<file path="src/rtl/seq_pkg.sv">
// Shared types for the datapath sequencer: opcode and FSM state encodings,
// plus the ALU select codes driven to the datapath.
package seq_pkg;

    typedef enum logic [2:0] {
        OP_NOP = 3'b000,
        OP_LDI = 3'b001,
        OP_AND = 3'b010,
        OP_OR  = 3'b011,
        OP_XOR = 3'b100,
        OP_ADD = 3'b101,
        OP_OUT = 3'b110,
        OP_ILL = 3'b111
    } opcode_e;

    typedef enum logic [1:0] {
        ST_IDLE = 2'd0,
        ST_EXEC = 2'd1,
        ST_EMIT = 2'd2
    } seq_state_e;

    localparam logic [1:0] ALU_AND = 2'b00;
    localparam logic [1:0] ALU_OR  = 2'b01;
    localparam logic [1:0] ALU_XOR = 2'b10;
    localparam logic [1:0] ALU_ADD = 2'b11;

endpackage

</file>
<file path="src/rtl/seq_decode.sv">
// Purely combinational opcode decode for the sequencer.
module seq_decode
    import seq_pkg::*;
(
    input  logic [2:0] op,
    output logic       is_alu,
    output logic       is_ldi,
    output logic       is_out,
    output logic       is_illegal,
    output logic [1:0] alu_sel
);

    // Classify the opcode and pick the ALU operation for ALU-class opcodes.
    always_comb begin
        is_alu     = 1'b0;
        is_ldi     = 1'b0;
        is_out     = 1'b0;
        is_illegal = 1'b0;
        alu_sel    = ALU_AND;
        case (opcode_e'(op))
            OP_LDI: is_ldi = 1'b1;
            OP_AND: begin is_alu = 1'b1; alu_sel = ALU_AND; end
            OP_OR:  begin is_alu = 1'b1; alu_sel = ALU_OR;  end
            OP_XOR: begin is_alu = 1'b1; alu_sel = ALU_XOR; end
            OP_ADD: begin is_alu = 1'b1; alu_sel = ALU_ADD; end
            OP_OUT: is_out = 1'b1;
            OP_ILL: is_illegal = 1'b1;
            default: ;
        endcase
    end

endmodule

</file>
<file path="src/rtl/dp_sequencer.sv">
// Instruction sequencer driving a small 4-bit datapath (mux, ALU, register).
// IDLE accepts one instruction; EXEC pulses the register load for one cycle;
// EMIT presents the captured register value until the consumer takes it.
// Optional feature macro: SEQ_FLAGS_EN adds carry/zero flag snapshots.
module dp_sequencer
    import seq_pkg::*;
#(
    parameter int IMM_W = 4
) (
    input  logic             clk,
    input  logic             rst,
    input  logic             instr_valid,
    output logic             instr_ready,
    input  logic [2:0]       instr_op,
    input  logic [IMM_W-1:0] instr_imm,
    output logic [IMM_W-1:0] mux_in_data,
    output logic             mux_sel_data,
    output logic             load,
    output logic [1:0]       alu_sel_data,
    output logic [IMM_W-1:0] alu_in_data,
    input  logic [IMM_W-1:0] reg_out,
    input  logic             carry_out,
    output logic             res_valid,
    input  logic             res_ready,
    output logic [IMM_W-1:0] res_data,
    output logic             res_carry,
    output logic             res_zero,
    output logic             illegal
);

    seq_state_e       state_reg, state_next;
    logic [2:0]       op_reg;
    logic [IMM_W-1:0] imm_reg;
    logic [IMM_W-1:0] res_data_reg;
    logic             illegal_reg;

    logic [2:0]       dec_op;
    logic             dec_is_alu, dec_is_ldi, dec_is_out, dec_is_illegal;
    logic [1:0]       dec_alu_sel;
    logic             accept;

    assign instr_ready = (state_reg == ST_IDLE);
    assign accept      = instr_valid && instr_ready;

    // One decoder serves both phases: the offered opcode while IDLE (for
    // the branch decision), the held opcode otherwise (so EXEC outputs
    // depend only on registered state).
    assign dec_op = (state_reg == ST_IDLE) ? instr_op : op_reg;

    seq_decode u_decode (
        .op         (dec_op),
        .is_alu     (dec_is_alu),
        .is_ldi     (dec_is_ldi),
        .is_out     (dec_is_out),
        .is_illegal (dec_is_illegal),
        .alu_sel    (dec_alu_sel)
    );

    // State, held instruction, result capture and sticky illegal flag.
    always_ff @(posedge clk) begin
        if (rst) begin
            state_reg    <= ST_IDLE;
            op_reg       <= 3'b000;
            imm_reg      <= '0;
            res_data_reg <= '0;
            illegal_reg  <= 1'b0;
        end else begin
            state_reg <= state_next;
            if (accept) begin
                op_reg  <= instr_op;
                imm_reg <= instr_imm;
            end
            if (accept && dec_is_out) begin
                res_data_reg <= reg_out;
            end
            if (accept && dec_is_illegal) begin
                illegal_reg <= 1'b1;
            end
        end
    end

    // Next-state logic and datapath control; controls are idle outside EXEC.
    always_comb begin
        state_next   = state_reg;
        load         = 1'b0;
        mux_sel_data = 1'b0;
        mux_in_data  = '0;
        alu_in_data  = '0;
        alu_sel_data = ALU_AND;
        case (state_reg)
            ST_IDLE: begin
                if (accept) begin
                    if (dec_is_alu || dec_is_ldi) begin
                        state_next = ST_EXEC;
                    end else if (dec_is_out) begin
                        state_next = ST_EMIT;
                    end
                end
            end
            ST_EXEC: begin
                // Reset must suppress the load even mid-instruction.
                load         = !rst;
                mux_sel_data = dec_is_alu;
                mux_in_data  = dec_is_ldi ? imm_reg : '0;
                alu_in_data  = dec_is_alu ? imm_reg : '0;
                alu_sel_data = dec_is_alu ? dec_alu_sel : ALU_AND;
                state_next   = ST_IDLE;
            end
            ST_EMIT: begin
                if (res_ready) begin
                    state_next = ST_IDLE;
                end
            end
            default: state_next = ST_IDLE;
        endcase
    end

    assign res_valid = (state_reg == ST_EMIT);
    assign res_data  = res_data_reg;
    assign illegal   = illegal_reg;

`ifdef SEQ_FLAGS_EN
    logic carry_reg;
    logic zero_reg;

    // Carry snapshots the adder carry at the end of ADD, clears for other
    // loading ops; zero is taken from the register as the result is emitted.
    always_ff @(posedge clk) begin
        if (rst) begin
            carry_reg <= 1'b0;
            zero_reg  <= 1'b0;
        end else begin
            if (state_reg == ST_EXEC) begin
                carry_reg <= dec_is_alu && (dec_alu_sel == ALU_ADD) && carry_out;
            end
            if (accept && dec_is_out) begin
                zero_reg <= (reg_out == '0);
            end
        end
    end

    assign res_carry = carry_reg;
    assign res_zero  = zero_reg;
`else
    logic unused_carry;
    assign unused_carry = carry_out;
    assign res_carry    = 1'b0;
    assign res_zero     = 1'b0;
`endif

endmodule

</file>
<file path="config.mk">
export PLATFORM = sky130hd
export DESIGN_NAME = dp_sequencer
export DESIGN_NICKNAME = d
export VERILOG_FILES = /design/src/rtl/seq_pkg.sv /design/src/rtl/seq_decode.sv /design/src/rtl/dp_sequencer.sv
export SDC_FILE = /design/constraint.sdc
export NUM_CORES = 1
export LEC_CHECK = 0
export CAP_MARGIN = 10
export CORE_ASPECT_RATIO = 0.75
export CORE_UTILIZATION = 37
export DETAILED_ROUTE_END_ITERATION = 10
export HOLD_SLACK_MARGIN = 0.03
export PLACE_DENSITY_LB_ADDON = 0.25
export SYNTH_ARGS = -nofsm -noshare
export SYNTH_HDL_FRONTEND = slang
export SYNTH_SLANG_ARGS = --single-unit
</file>
<file path="constraint.sdc">
create_clock -name clk -period 1.5 [get_ports clk]
set_clock_uncertainty 0.1 [all_clocks]
set_input_delay 0.225 -clock clk [delete_from_list [all_inputs] [get_ports clk]]
set_output_delay 0.225 -clock clk [all_outputs]
set_load 0.01 [all_outputs]
</file>
; ---- Yosys cells after proc, flatten, opt, wreduce, memory -nomap -nowiden
; Cells that the tools add are included.
[classes]
n_eq_ne = 12
muxes = 19
reduce_logical = 8
[ops]
columns = operator, n
row1 = 4-bit 2-to-1 mux, 4
row2 = "3-bit equality test, second input constant", 4
row3 = 2-bit 2-to-1 mux, 6
row4 = "3-bit by 2-bit equality test with 1-bit output, second input constant", 2
row5 = 1-bit 2-to-1 mux, 6
row6 = 2-bit one-hot mux with 3 select lines, 1
row7 = "2-bit by 1-bit != test with 1-bit output, second input constant", 2
row8 = 2-bit one-hot mux with 2 select lines, 1
row9 = 4-bit OR reduction, 1
row10 = "3-bit by 1-bit equality test with 1-bit output, second input constant", 1
row11 = 1-bit logical AND, 3
row12 = 3-bit 2-to-1 mux, 1
row13 = "3-bit by 1-bit != test with 1-bit output, second input constant", 1
row14 = 3-bit AND reduction, 1
row15 = "2-bit by 1-bit equality test with 1-bit output, second input constant", 1
row16 = "2-bit equality test, second input constant", 1
row17 = 2-bit logical NOT, 1
row18 = 1-bit logical NOT, 1
row19 = 1-bit logical OR, 1
[word_totals]
input_bits = 16
elab_cells = 44
regBits = 14
output_inout_bits = 21

; ---- Logic depth before layout (Yosys ltp)
; Gate-level depths: netlist of the first run.
[depth]
ltp_word = 9
mapped_depth = 5
mapped_depth_nobuf = 3

; ---- Cells and area by module
; A second synthesis of the first run with hierarchy kept.
[hier_totals]
cells_unflattened = 89
area_unflattened_um2 = 807.0
[by_module_without_submodules]
columns = module, seq_area_each_um2, cells_each, instances, area_each_um2
row1 = dp_sequencer, 280.3, 82, 1, 760.7
row2 = seq_decode, 0.0, 7, 1, 46.3

; ---- Least setup slack after synthesis of the first run
; No wires, ideal clock.
[synth_timing]
path_type = register to output
startpoint = register state_reg[1]
endpoint = output alu_in_data[0]
arrival_time_ns = 1.012
path_slack_ns = 0.163
stages_incl_launch_ff = 4
path_buffers = 0
required_ns = 1.175
path_cell_list = dfxtp_1 -> nand2b_1 -> nor2_1 -> and2_1
[synth_via]
elab_chain_cells = 7
elab_cells_between_ends = 11
cone_classes = eq/ne: 5 / mux: 4 / reduce/logical: 2
[synth_lines]
columns = item, line
row1 = from (decl), dp_sequencer.sv:31  ; seq_state_e state_reg, state_next;
row2 = from (signal assigned), dp_sequencer.sv:68  ; state_reg <= state_next;
row3 = 2-bit logical NOT, dp_sequencer.sv:48  ; assign dec_op = (state_reg == ST_IDLE) ? instr_op : op_reg;
row4 = 3-bit 2-to-1 mux, dp_sequencer.sv:48
row5 = 3-bit by 2-bit equality test with 1-bit output or 3-bit equality test (tied branches), seq_decode.sv:20  ; case (opcode_e'(op))
row6 = 4-bit OR reduction (no line), n/a
row7 = 1-bit 2-to-1 mux, seq_decode.sv:20
row8 = 4-bit 2-to-1 mux, dp_sequencer.sv:105  ; alu_in_data = dec_is_alu ? imm_reg : '0;
row9 = 4-bit 2-to-1 mux *, dp_sequencer.sv:90  ; case (state_reg)
row10 = to (decl), dp_sequencer.sv:20  ; output logic [IMM_W-1:0] alu_in_data,
; Mark *: on every way between the ends. The rest lies on a longest branch, timed or not.

; ---- Final worst setup path of the first run
[layout_timing]
startpoint = register state_reg[1]
endpoint = output mux_in_data[1]
[layout_via]
elab_chain_cells = 6
elab_cells_between_ends = 7
cone_classes = eq/ne: 2 / mux: 4 / reduce/logical: 1
[layout_lines]
columns = item, line
row1 = 2-bit logical NOT, dp_sequencer.sv:48
row2 = 3-bit 2-to-1 mux, dp_sequencer.sv:48
row3 = 3-bit by 1-bit equality test with 1-bit output, seq_decode.sv:20
row4 = 1-bit 2-to-1 mux, seq_decode.sv:20
row5 = 4-bit 2-to-1 mux, dp_sequencer.sv:104  ; mux_in_data = dec_is_ldi ? imm_reg : '0;
row6 = 4-bit 2-to-1 mux *, dp_sequencer.sv:90
row7 = to (decl), dp_sequencer.sv:16  ; output logic [IMM_W-1:0] mux_in_data,
; Marks and branches as above.

==> results of run 1 <==
-- power by group --
group | total [mW] | leakage [nW] | switching [mW] | internal, mW
sequential | 0.407 | 0.116 | 0.0163 | 0.391
clock | 0.271 | 0.0210 | 0.123 | 0.148
combinational | 0.175 | 0.488 | 0.0684 | 0.106
total | 0.853 | 0.625 | 0.208 | 0.645
-- tightest hold or removal path, stage by stage (launching register included) --
cell	delay, ns
dfxtp_1	0.32
nand2b_1	0.06
mux2i_1	0.06
-- logic make-up after synthesis --
| kind of cell | Yosys count | share of synthesized area, % |
|---|---|---|
| muxes | 11 | 15.9 |
| xor gates and xnor gates | 1 | 1.26 |
| buffers and inverters | 6 | 6.50 |
| other | 1 | 0.541 |
| AOI/OAI and AO/OA | 4 | 4.87 |
| and+or+nand+nor | 35 | 30.5 |
| DFF | 14 | 40.4 |
-- worst paths after layout --
kind                               to  slack, ns                       from
max reg2reg  res_data[1]$_SDFFE_PP0P_       0.08  state_reg[0]$_SDFFE_PP0P_
min          res_data[3]$_SDFFE_PP0P_       0.38   res_data[3]$_SDFFE_PP0P_
min reg2reg  res_data[3]$_SDFFE_PP0P_       0.38   res_data[3]$_SDFFE_PP0P_
max                    mux_in_data[1]      -0.16  state_reg[1]$_SDFFE_PP0P_
-- layer usage --
layer | vias up | wire, um
li1 | 330 | -
met1 | 303 | 810
met2 | 25 | 842
met3 | 4 | 132
met4 | 0 | 23
met5 | - | 0
-- final cells by class --
cell class | count | area (um2) | share of cell area [%]
Sequential cell | 14 | 285 | 23.5
Clock buffer | 4 | 36.3 | 2.99
Timing Repair Buffer | 48 | 434 | 35.8
Tap cell | 22 | 27.5 | 2.27
Multi-Input combinational cell | 53 | 429 | 35.4
-- stage by stage --
step	hold WS [ns]	setup TNS (ns)
floorplan	0.270	0
global placement	0.360	-4.24
detailed placement	0.359	-4.32
CTS	0.380	-1.84
global route	0.404	-2.27
finish	0.380	-1.46
-- Yosys cell counts (all sizes together) --
library cell  count
conb              1
and2              9
and4b             1
clkbuf            2
o311a             1
o21ba             1
dfxtp            14
mux2i            11
nor2b             2
xnor2             1
a41oi             1
nand2b            9
nor2             11
a21oi             1
buf               4
nor3b             2
nor4b             1
-- timing repair --
action	CTS	global route
buffers inserted	0	1
pin swaps	11	2
endpoints found under the setup margin	14	26
resized for setup	59	26
==> results_dict.tcl, run 1 <==
set metrics [dict create \
    status "finished, violations left" \
    violations "negative setup slack" \
    diodes 0 \
    utilization_pct 69.7 \
    use_met2_pct 29.2 \
    layout.nets 136 \
    hold_violations 0 \
    routed_via_density 4.70 \
    totalPowerFinal_uw 853 \
    met3_usage_pct 8.53 \
    synth_top_area_share_pct 40.4 \
    root_buffer "clkbuf_4" \
    grt_max_degree 19 \
    die_w_um 52.0 \
    leakage_nw 0.625 \
    die_h_um 39.5 \
    portBuffers 33 \
    yosysUniqueCellTypes 19 \
    hp-class "reg -> reg" \
    drc 0 \
    ys_warn_count 0 \
    grt_use_met1_pct 22.0 \
    cp.buffers_inverters 1 \
    die_area_um2 2050 \
    synth_area_leader_cell "dfxtp_1" \
    rows 13 \
    crit_family "simple AND/OR/NAND/NOR gates" \
    grt.total_usage_pct 18.2 \
    cp_max_fo 4 \
    final_area_um2 1210 \
    place_congestion 0.705 \
    start_util_pct 39.8 \
    place_area_um2 1110 \
    clk_latency_ns 0.29 \
    setup_violations 11 \
    postCtsHoldBufs 0 \
    grt_pass1_wl_um 2570 \
    end_kind "output pin" \
    io_pins 37 \
    synth.ff_latch_count 14 \
    grt_overflow_total 0 \
    syn_avg_cell_area_um2 9.63 \
    arrival_ns 1.33 \
    ant_nets 0 \
    fillers 141 \
    crit_path_start_kind "register" \
    grt_pass1_vias 599 \
    busiest_layer "met2" \
    stdcell_count 141 \
    cp.required_ns 1.17 \
    core_um2 1740 \
    wire_per_inst_um 12.8 \
    cts.sinks 14 \
    timing.final.crit_period_ns 1.66 \
    h-tree-depth 1 \
    drv_slew 0 \
    rsz0062_at_grt "true" \
    dp_slack_ns -0.355 \
    setup_ws_ns -0.156 \
    cts_made_buffers 3 \
    synth_area_um2 693 \
    antenna_found_initial 0 \
    final_cell_mix "clkdlybuf4s50_1 (14), buf_4 (12), mux2i_1 (11)" \
    syn_inst 72 \
    period_share_pct 110 \
    dpl.hpwl_um 1240 \
    initialDrtViolationCount 4 \
    holdPathStages 2 \
    cpMaxStageDelayCell "dfxtp_2" \
    dr.pass1.iters 4 \
    ir_drop_uv 722 \
    route.final.wire_length_um 1810 \
    dp_cells 136 \
    path_class "reg -> out" \
    cp_slowest_stage_delay_ns 0.33 \
    critical_path_cell_count 4 \
    ys_seq_area_share_pct 40.4 \
    area_delta_synth_final_pct 74.9 \
    clk_pin_slew_worst_paths_ns 0.09 \
    powerDensity_nw_per_um2 703 \
    clockBufferDepth 2 \
    cts_tree "done" \
    reg2reg_depth 5 \
    cp_cell_sequence "nand2b_4 > nor4b_4 > and2_1 > buf_2" \
    synthTopCellsByArea "dfxtp_1 (40%), mux2i_1 (16%), and2_1 (8.1%), nand2b_1 (8.1%), nor2_1 (6.0%)" \
    final_common_cell "clkdlybuf4s50_1" \
    drive_above_1_share_pct 41.2 \
    max_freq_mhz 604 \
    num_vias 662 \
    drv_cap 0 \
]
Note: power is estimated with default switching activity, not from simulation.
==> run 2, diff against run 1 <==
==> constraint.sdc (replaced) <==
create_clock -name clk -period 1.85 [get_ports clk]
set_clock_uncertainty 0.1 [all_clocks]
set_input_delay 0.2775 -clock clk [delete_from_list [all_inputs] [get_ports clk]]
set_output_delay 0.2775 -clock clk [all_outputs]
set_load 0.01 [all_outputs]
==> run 2 against run 1 <==
  * The run now ends clean
  * Clock power down 17%
  * Via count fell by 2.0%
  * Count of clock-buffer cells in the layout stayed put
  * Final cell count shrank 4.3%
  * Wire length decreased by 1.2%
  * Setup slack improved by 0.21 ns
  * First-iteration DRC count rose to 4.0 times the previous value
  * Core utilization is 3.7 points lower
  * Register-to-register slack better by 0.30 ns
  * Critical path depth up 1
  * Hold slack got worse by 0.00091 ns
  * Largest cell class is now multi-input gates
  * Highest routed layer unchanged
==> results_dict.tcl, run 2 (synthesis results as in run 1) <==
set metrics [dict create \
    layout.nets 130 \
    grt_overflow_total 0 \
    h-tree-depth 1 \
    antenna_found_initial 0 \
    clk_latency_ns 0.28 \
    cpMaxStageDelayCell "dfxtp_2" \
    cp_cell_sequence "nand2b_4 > nor4b_4 > buf_4 > and2_1 > buf_2" \
    cts_made_buffers 3 \
    grt_pass1_wl_um 2780 \
    diodes 0 \
    powerDensity_nw_per_um2 595 \
    cts.sinks 14 \
    start_util_pct 39.8 \
    whs_ns 0.379 \
    route.final.wire_length_um 1790 \
    root_buffer "clkbuf_4" \
    holdPathStages 2 \
    rsz0062_at_grt "true" \
    clockBufferDepth 2 \
    dpl.hpwl_um 1210 \
    routed_via_density 4.81 \
    timing.final.crit_period_ns 1.80 \
    portBuffers 33 \
    postCtsHoldBufs 0 \
    cts_tree "done" \
    drive_above_1_share_pct 27.4 \
    dr.pass1.iters 4 \
    die_area_um2 2050 \
    grt_pass1_vias 644 \
    hold_violations 0 \
    clk_pin_slew_worst_paths_ns 0.10 \
    grt_max_degree 19 \
    cp_max_fo 4 \
    holdCritStartpoint "res_data[0]$_SDFFE_PP0P_" \
    hp-class "reg -> reg" \
    ant_nets 0 \
    period_share_pct 97.4 \
    status "completed" \
    max_freq_mhz 555 \
    io_pins 37 \
    die_h_um 39.5 \
    drc 0 \
    num_vias 649 \
    grt.total_usage_pct 19.6 \
    die_w_um 52.0 \
    core_um2 1740 \
    reg2reg_depth 4 \
    arrival_ns 1.42 \
    place_congestion 0.708 \
    hold_end "res_data[0]$_SDFFE_PP0P_" \
    r2r_start "state_reg[0]$_SDFFE_PP0P_" \
    drv_slew 0 \
    cp_slowest_stage_delay_ns 0.33 \
    initialDrtViolationCount 16 \
    reg2reg_slack_ns 0.38 \
    path_class "reg -> out" \
    end_kind "output pin" \
    r2r-end "res_data[2]$_SDFFE_PP0P_" \
    setup_violations 0 \
    final_cell_mix "clkdlybuf4s50_1 (20), mux2i_1 (11), nor2_1 (10), dfxtp_1 (10), buf_4 (9)" \
    crit_path_start_kind "register" \
    area_delta_synth_final_pct 65.7 \
    rows 13 \
    cp.buffers_inverters 2 \
    ir_drop_uv 423 \
    wire_per_inst_um 13.2 \
    leakage_nw 0.535 \
    crit_family "simple AND/OR/NAND/NOR gates" \
    cp.required_ns 1.47 \
    final_common_cell "clkdlybuf4s50_1" \
    drv_cap 0 \
    tns_ns 0 \
]
run 2: metrics by stage:
step                power (mW)  instances  area (um2)  utilization, %  setup WS (ns)
detailed placement       0.449        127        1050            60.2         -0.108
floorplan                0.392         73         697               -          0.460
CTS                      0.683        135        1120            64.4         0.0138
finish                   0.683        135        1150            66.0         0.0489
global placement         0.445        127        1050            60.2        -0.0992
global route             0.713        135        1150            66.0        -0.0382
run 2: cell type report:
class                           count  area [um2]
Multi-Input combinational cell     53         419
Timing Repair Buffer               42         375
Fill cell                         148         592
Clock buffer                        4        36.3
Sequential cell                    14         290
Tap cell                           22        27.5
run 2: worst max path at each step:
stage,end,from,cells past startpoint,slack (ns)
3_5_place_dp,mux_in_data[1],state_reg[1]$_SDFFE_PP0P_,4,-0.11
6_report,mux_in_data[1],state_reg[1]$_SDFFE_PP0P_,5,0.05
3_3_place_gp,mux_in_data[0],state_reg[1]$_SDFFE_PP0P_,4,-0.1
4_1_cts,mux_in_data[1],state_reg[1]$_SDFFE_PP0P_,5,0.01
2_1_floorplan,alu_in_data[0],state_reg[1]$_SDFFE_PP0P_,3,0.46
5_1_grt,mux_in_data[3],state_reg[1]$_SDFFE_PP0P_,5,-0.04
run 2: repair_timing:
item,CTS,global route
pin swaps,1,4
buffers inserted,4,0
resized for setup,33,15
endpoints found under the setup margin,11,9
cloned,0,0
run 2: metal layers:
| layer | track usage (%) | part of all wire (%) |
|---|---|---|
| met3 | 4.26 | 7.4 |
| met5 | 0 | 0 |
| met2 | 36.2 | 51 |
| met1 | 22.1 | 41 |
| met4 | 8.11 | 0.84 |
run 2: power by group:
group | switching, mW | internal [mW] | total [mW]
clock network | 0.104 | 0.120 | 0.224
logic | 0.0505 | 0.0781 | 0.129
registers | 0.0151 | 0.315 | 0.331
run 2: worst reg2reg max path: stages (launching register included):
cell and delay (ns):
dfxtp_2 0.35, buf_4 0.14, nor3b_2 0.19, and4b_1 0.40, mux2i_1 0.23
